==> src/rtl/inst_fetch_controller.sv <==
// Instruction fetch sequencer: host pass-through to BlockRam while idle, PC-driven fetch with valid/ready while running.
// Optional FETCH_STATS_EN adds a saturating accepted-transfer counter (fetch_count).
module inst_fetch_controller #(
  parameter int ADDRESS_WIDTH = 16,
  parameter int WORD_WIDTH    = 32
) (
  input  logic                     clock,
  input  logic                     reset,
  input  logic                     start,
  input  logic [ADDRESS_WIDTH-1:0] start_pc,
  input  logic                     halt,
  input  logic                     redirect,
  input  logic [ADDRESS_WIDTH-1:0] redirect_pc,
  output logic                     running,
  input  logic [ADDRESS_WIDTH-1:0] ext_address,
  input  logic                     ext_write,
  input  logic [WORD_WIDTH-1:0]    ext_in_data,
  output logic                     ext_busy,
  output logic [ADDRESS_WIDTH-1:0] ram_address,
  output logic                     ram_write,
  output logic [WORD_WIDTH-1:0]    ram_write_data,
  input  logic [WORD_WIDTH-1:0]    ram_read_data,
  output logic                     insn_valid,
  output logic [WORD_WIDTH-1:0]    insn,
  output logic [ADDRESS_WIDTH-1:0] insn_pc,
  input  logic                     insn_ready
`ifdef FETCH_STATS_EN
  ,
  output logic [31:0]              fetch_count
`endif
);

  typedef enum logic [1:0] {IDLE, READ, CAPTURE, HOLD} state_t;

  state_t                   state;
  logic [ADDRESS_WIDTH-1:0] pc;
  logic                     transfer;

  assign transfer       = insn_valid && insn_ready;
  assign ext_busy       = running;
  assign ram_write_data = ext_in_data;

  // Host owns the RAM port only while idle; reset forces IDLE, so the mux reverts asynchronously.
  always_comb begin
    ram_address = pc;
    ram_write   = 1'b0;
    if (state == IDLE) begin
      ram_address = ext_address;
      ram_write   = ext_write;
    end
  end

  always_ff @(posedge clock or posedge reset) begin
    if (reset) begin
      state      <= IDLE;
      pc         <= '0;
      insn_valid <= 1'b0;
      insn       <= '0;
      insn_pc    <= '0;
      running    <= 1'b0;
    end else begin
      case (state)
        IDLE: begin
          if (start) begin
            pc      <= start_pc;
            state   <= READ;
            running <= 1'b1;
          end
        end
        default: begin
          // halt beats redirect beats normal progression
          if (halt) begin
            insn_valid <= 1'b0;
            running    <= 1'b0;
            state      <= IDLE;
          end else if (redirect) begin
            pc         <= redirect_pc;
            insn_valid <= 1'b0;
            state      <= READ;
          end else begin
            case (state)
              READ: state <= CAPTURE;
              CAPTURE: begin
                insn       <= ram_read_data;
                insn_pc    <= pc;
                insn_valid <= 1'b1;
                pc         <= pc + ADDRESS_WIDTH'(1);
                state      <= HOLD;
              end
              HOLD: begin
                if (insn_ready) begin
                  insn_valid <= 1'b0;
                  state      <= READ;
                end
              end
              default: state <= IDLE;
            endcase
          end
        end
      endcase
    end
  end

`ifdef FETCH_STATS_EN
  always_ff @(posedge clock or posedge reset) begin
    if (reset) begin
      fetch_count <= '0;
    end else if (state == IDLE && start) begin
      fetch_count <= '0;
    end else if (transfer && fetch_count != '1) begin
      fetch_count <= fetch_count + 32'd1;
    end
  end
`endif

endmodule
==> config.mk <==
export PLATFORM = sky130hd
export DESIGN_NAME = inst_fetch_controller
export DESIGN_NICKNAME = d
export VERILOG_FILES = /design/src/rtl/inst_fetch_controller.sv
export SDC_FILE = /design/constraint.sdc
export NUM_CORES = 1
export LEC_CHECK = 0
export BUFFER_PORTS_ARGS = -buffer_cell sky130_fd_sc_hd__buf_4
export CAP_MARGIN = 10
export CORE_MARGIN = 8
export CORE_UTILIZATION = 40
export DETAILED_ROUTE_END_ITERATION = 16
export HOLD_SLACK_MARGIN = 0.02
export PLACE_DENSITY = 0.82
export RECOVER_POWER = 50
export SYNTH_ARGS = -nofsm -noshare
export SYNTH_HDL_FRONTEND = slang
export SYNTH_SLANG_ARGS = --single-unit
==> constraint.sdc <==
create_clock -name clock -period 3.4 [get_ports clock]
set_clock_uncertainty 0.1 [all_clocks]
set_input_delay 0.68 -clock clock [delete_from_list [all_inputs] [get_ports clock]]
set_output_delay 0.68 -clock clock [all_outputs]
set_load 0.01 [all_outputs]
==> impl_metrics.tcl <==
set metrics [dict create \
    status "completed" \
    area_delta_synth_final_pct 28.8 \
    syn_avg_cell_area_um2 11.1 \
    worstPathArrival_ps 2200 \
    fin_crit_ps 2980 \
    yosysSeqAreaShare_pct 44.5 \
    hold_path_class "reg2reg" \
    nets 585 \
    drt_iter0_drc 125 \
    worstSetupStartpointType "flop" \
    cp_cell_sequence "inv_1 -> ha_2 -> buf_4 -> and2_1 -> buf_4" \
    cts-root-buf "clkbuf_8" \
    synthFlopType "dfrtp_1" \
    num_io_pins 219 \
    syn_inst 346 \
    crit_path_top_delay_cell "ha_2" \
    clock.fmax_ghz 0.335 \
    die_h_um 114 \
    setup_ws_ps 416 \
    syn-num-nets 470 \
    dieArea_mm2 0.0130 \
    leakage_nw 2.39 \
    maxSlewViolCount 0 \
    grt_pass1_wl_um 17700 \
    vias 3187 \
    end_kind "primary output" \
    crit_fanout 45 \
    cp_common_cell "buf_4" \
    vias_per_cell 5.36 \
    grt_max_degree 46 \
    drive_gt1_share_pct 42.7 \
    io_buffers 154 \
    dp_hpwl_um 8700 \
    pre_cts_ws_ps 763 \
    coreArea_mm2 0.00928 \
    critPathBufInv 3 \
    cts_setup_buffers 0 \
    htree_num_levels 3 \
    clkLatencyLatePin_ps 340 \
    antenna_left 0 \
    cts_made_buffers 9 \
    hold_buffers 0 \
    remaining_drc_errors 0 \
    critPathTopFamily "adder cells" \
    route.detailed.wl_per_inst_um 19.2 \
    powerDensity_mw_per_mm2 866 \
    yosys_warnings 0 \
    fin_util_pct 53.1 \
    cts_tree "yes" \
    setup_viol 0 \
    synthArstFlopShare_pct 100 \
    row_count 35 \
    tns_ps 0 \
    die_x_um 114 \
    finalWirelength_um 11400 \
    clock_path_buffers 2 \
    max_stage_delay_ps 750 \
    required_ps 2620 \
    rsz0062_at_grt "false" \
    fin_cells 595 \
    antenna_found_initial 0 \
    crit_type "reg2out" \
    finalCritPeriodShare_pct 87.8 \
    dp.cells 579 \
    power_mw 4.27 \
    final-hold-violation-count 0 \
    cts.repair.resized 0 \
    syn_area_mm2 0.00383 \
    grt_pass1_vias 3376 \
    routabilityCongestion 0.813 \
    start_util_pct 41.2 \
    dr.pass1.iters 4 \
    antenna_cells 0 \
    overflow 0 \
    max-cap-violations 0 \
    synth_cell_types 53 \
    track_usage_pct 17.4 \
    synth_edf_count 0 \
    slew_headroom_pct 13.1 \
    worst_pin_slew_ps 1300 \
    clk_pin_slew_ps 80 \
    ir_drop_uv 452 \
    cts.sinks 68 \
    synth-seq-cells 68 \
]
==> synth_stat cells (all sizes together) (4+ instances only) <==
cell,count,share of area [%]
ha,5,1.6
nand4,8,1.5
o21ai,20,2.6
a211oi,4,0.78
nand3,6,0.78
mux2,60,18
inv,16,1.6
and3,7,1.2
a21oi,15,2.0
nand2,13,1.3
dfrtp,68,44
a22o,4,0.92
nor2,13,1.3
nor3,5,0.65
buf,50,10
==> power breakdown <==
part           internal (mW)  switching, mW  total, mW
Combinational           1.00          0.978       1.98
Sequential              1.18          0.357       1.53
Clock                  0.433          0.321      0.755
Total                   2.61           1.66       4.27
==> cells in the final DEF, fill, tap and decap left out, types with 3 or more instances in the layout <==
cell type / synthesis / routed
a211oi_1: 4 / 4
a21oi_1: 15 / 15
a221oi_1: 3 / 3
a22o_1: 4 / 4
and3_1: 5 / 5
buf_4: 35 / 136
clkbuf_1: 2 / 18
clkbuf_8: 1 / 10
dfrtp_1: 68 / 68
ha_1: 5 / 4
inv_1: 14 / 14
mux2_1: 28 / 28
mux2_2: 32 / 32
mux2i_1: 3 / 3
nand2_1: 13 / 13
nand2b_1: 3 / 3
nand3_1: 6 / 6
nand4_1: 7 / 7
nor2_1: 13 / 13
nor3_1: 5 / 5
o21ai_0: 13 / 13
o21ai_1: 7 / 7
o22ai_1: 3 / 3
o2bb2ai_1: 3 / 3
xnor2_1: 3 / 3
xor2_1: 3 / 3
==> metrics by stage <==
step / hold slack, ps / instance area, um^2
finish: 388 / 4930
global route: 399 / 4930
CTS: 388 / 5010
detailed placement: 376 / 4790
global placement: 371 / 4790
floorplan: 392 / 3830
==> cell type report <==
| cell class | count | area, um^2 |
|---|---|---|
| Clock buffer | 10 | 138 |
| Clock inverter | 6 | 86.3 |
| Fill cell | 883 | 4360 |
| Inverter | 16 | 60.1 |
| Multi-Input combinational cell | 209 | 1660 |
| Sequential cell | 68 | 1700 |
| Tap cell | 129 | 161 |
| Timing Repair Buffer | 157 | 1120 |
==> kinds of logic (layout without fill, tap and decap cells) <==
logic type,Yosys count,after routing,share of synthesized area (%)
compound gates,70,70,12.3
buf+inv,69,189,12.3
xor+xnor,6,6,1.37
mux,63,63,18.4
flops,68,68,44.5
fa+ha+maj,5,5,1.64
simple gates,65,65,9.48
==> final timing paths <==
check                      startpoint    endpoint  slack [ps]  cells past startpoint
setup / recovery             state[0]   ram_write         420                      5
hold / removal               insn[11]    insn[11]         390                      1
setup reg to reg             state[0]      pc[10]         710                      6
hold reg to reg              insn[11]    insn[11]         390                      1
max in group asynchronous       reset  insn_pc[0]        1060                      3
min in group asynchronous       reset     insn[6]         600                      2
==> worst register-to-register path: stages (launching register included) <==
cell,delay [ps]
dfrtp_1,370
inv_1,90
ha_2,460
buf_4,320
o21ai_1,800
mux2i_1,290
o311ai_1,120
==> metal layers <==
metal  part of all wire, %  track usage, %  routed length (um)
met1                    38            18.4                4390
met2                    52            31.0                5940
met3                   7.9            5.44                 897
met4                   1.6            7.54                 185
met5                     0               0                   0
==> sequential cells by signal (all words and copies together) (netlist names) <==
signal      flops
insn_valid      1
pc             16
insn           32
state           2
insn_pc        16
ext_busy        1
No activity file was read; power rests on OpenSTA's default activity.
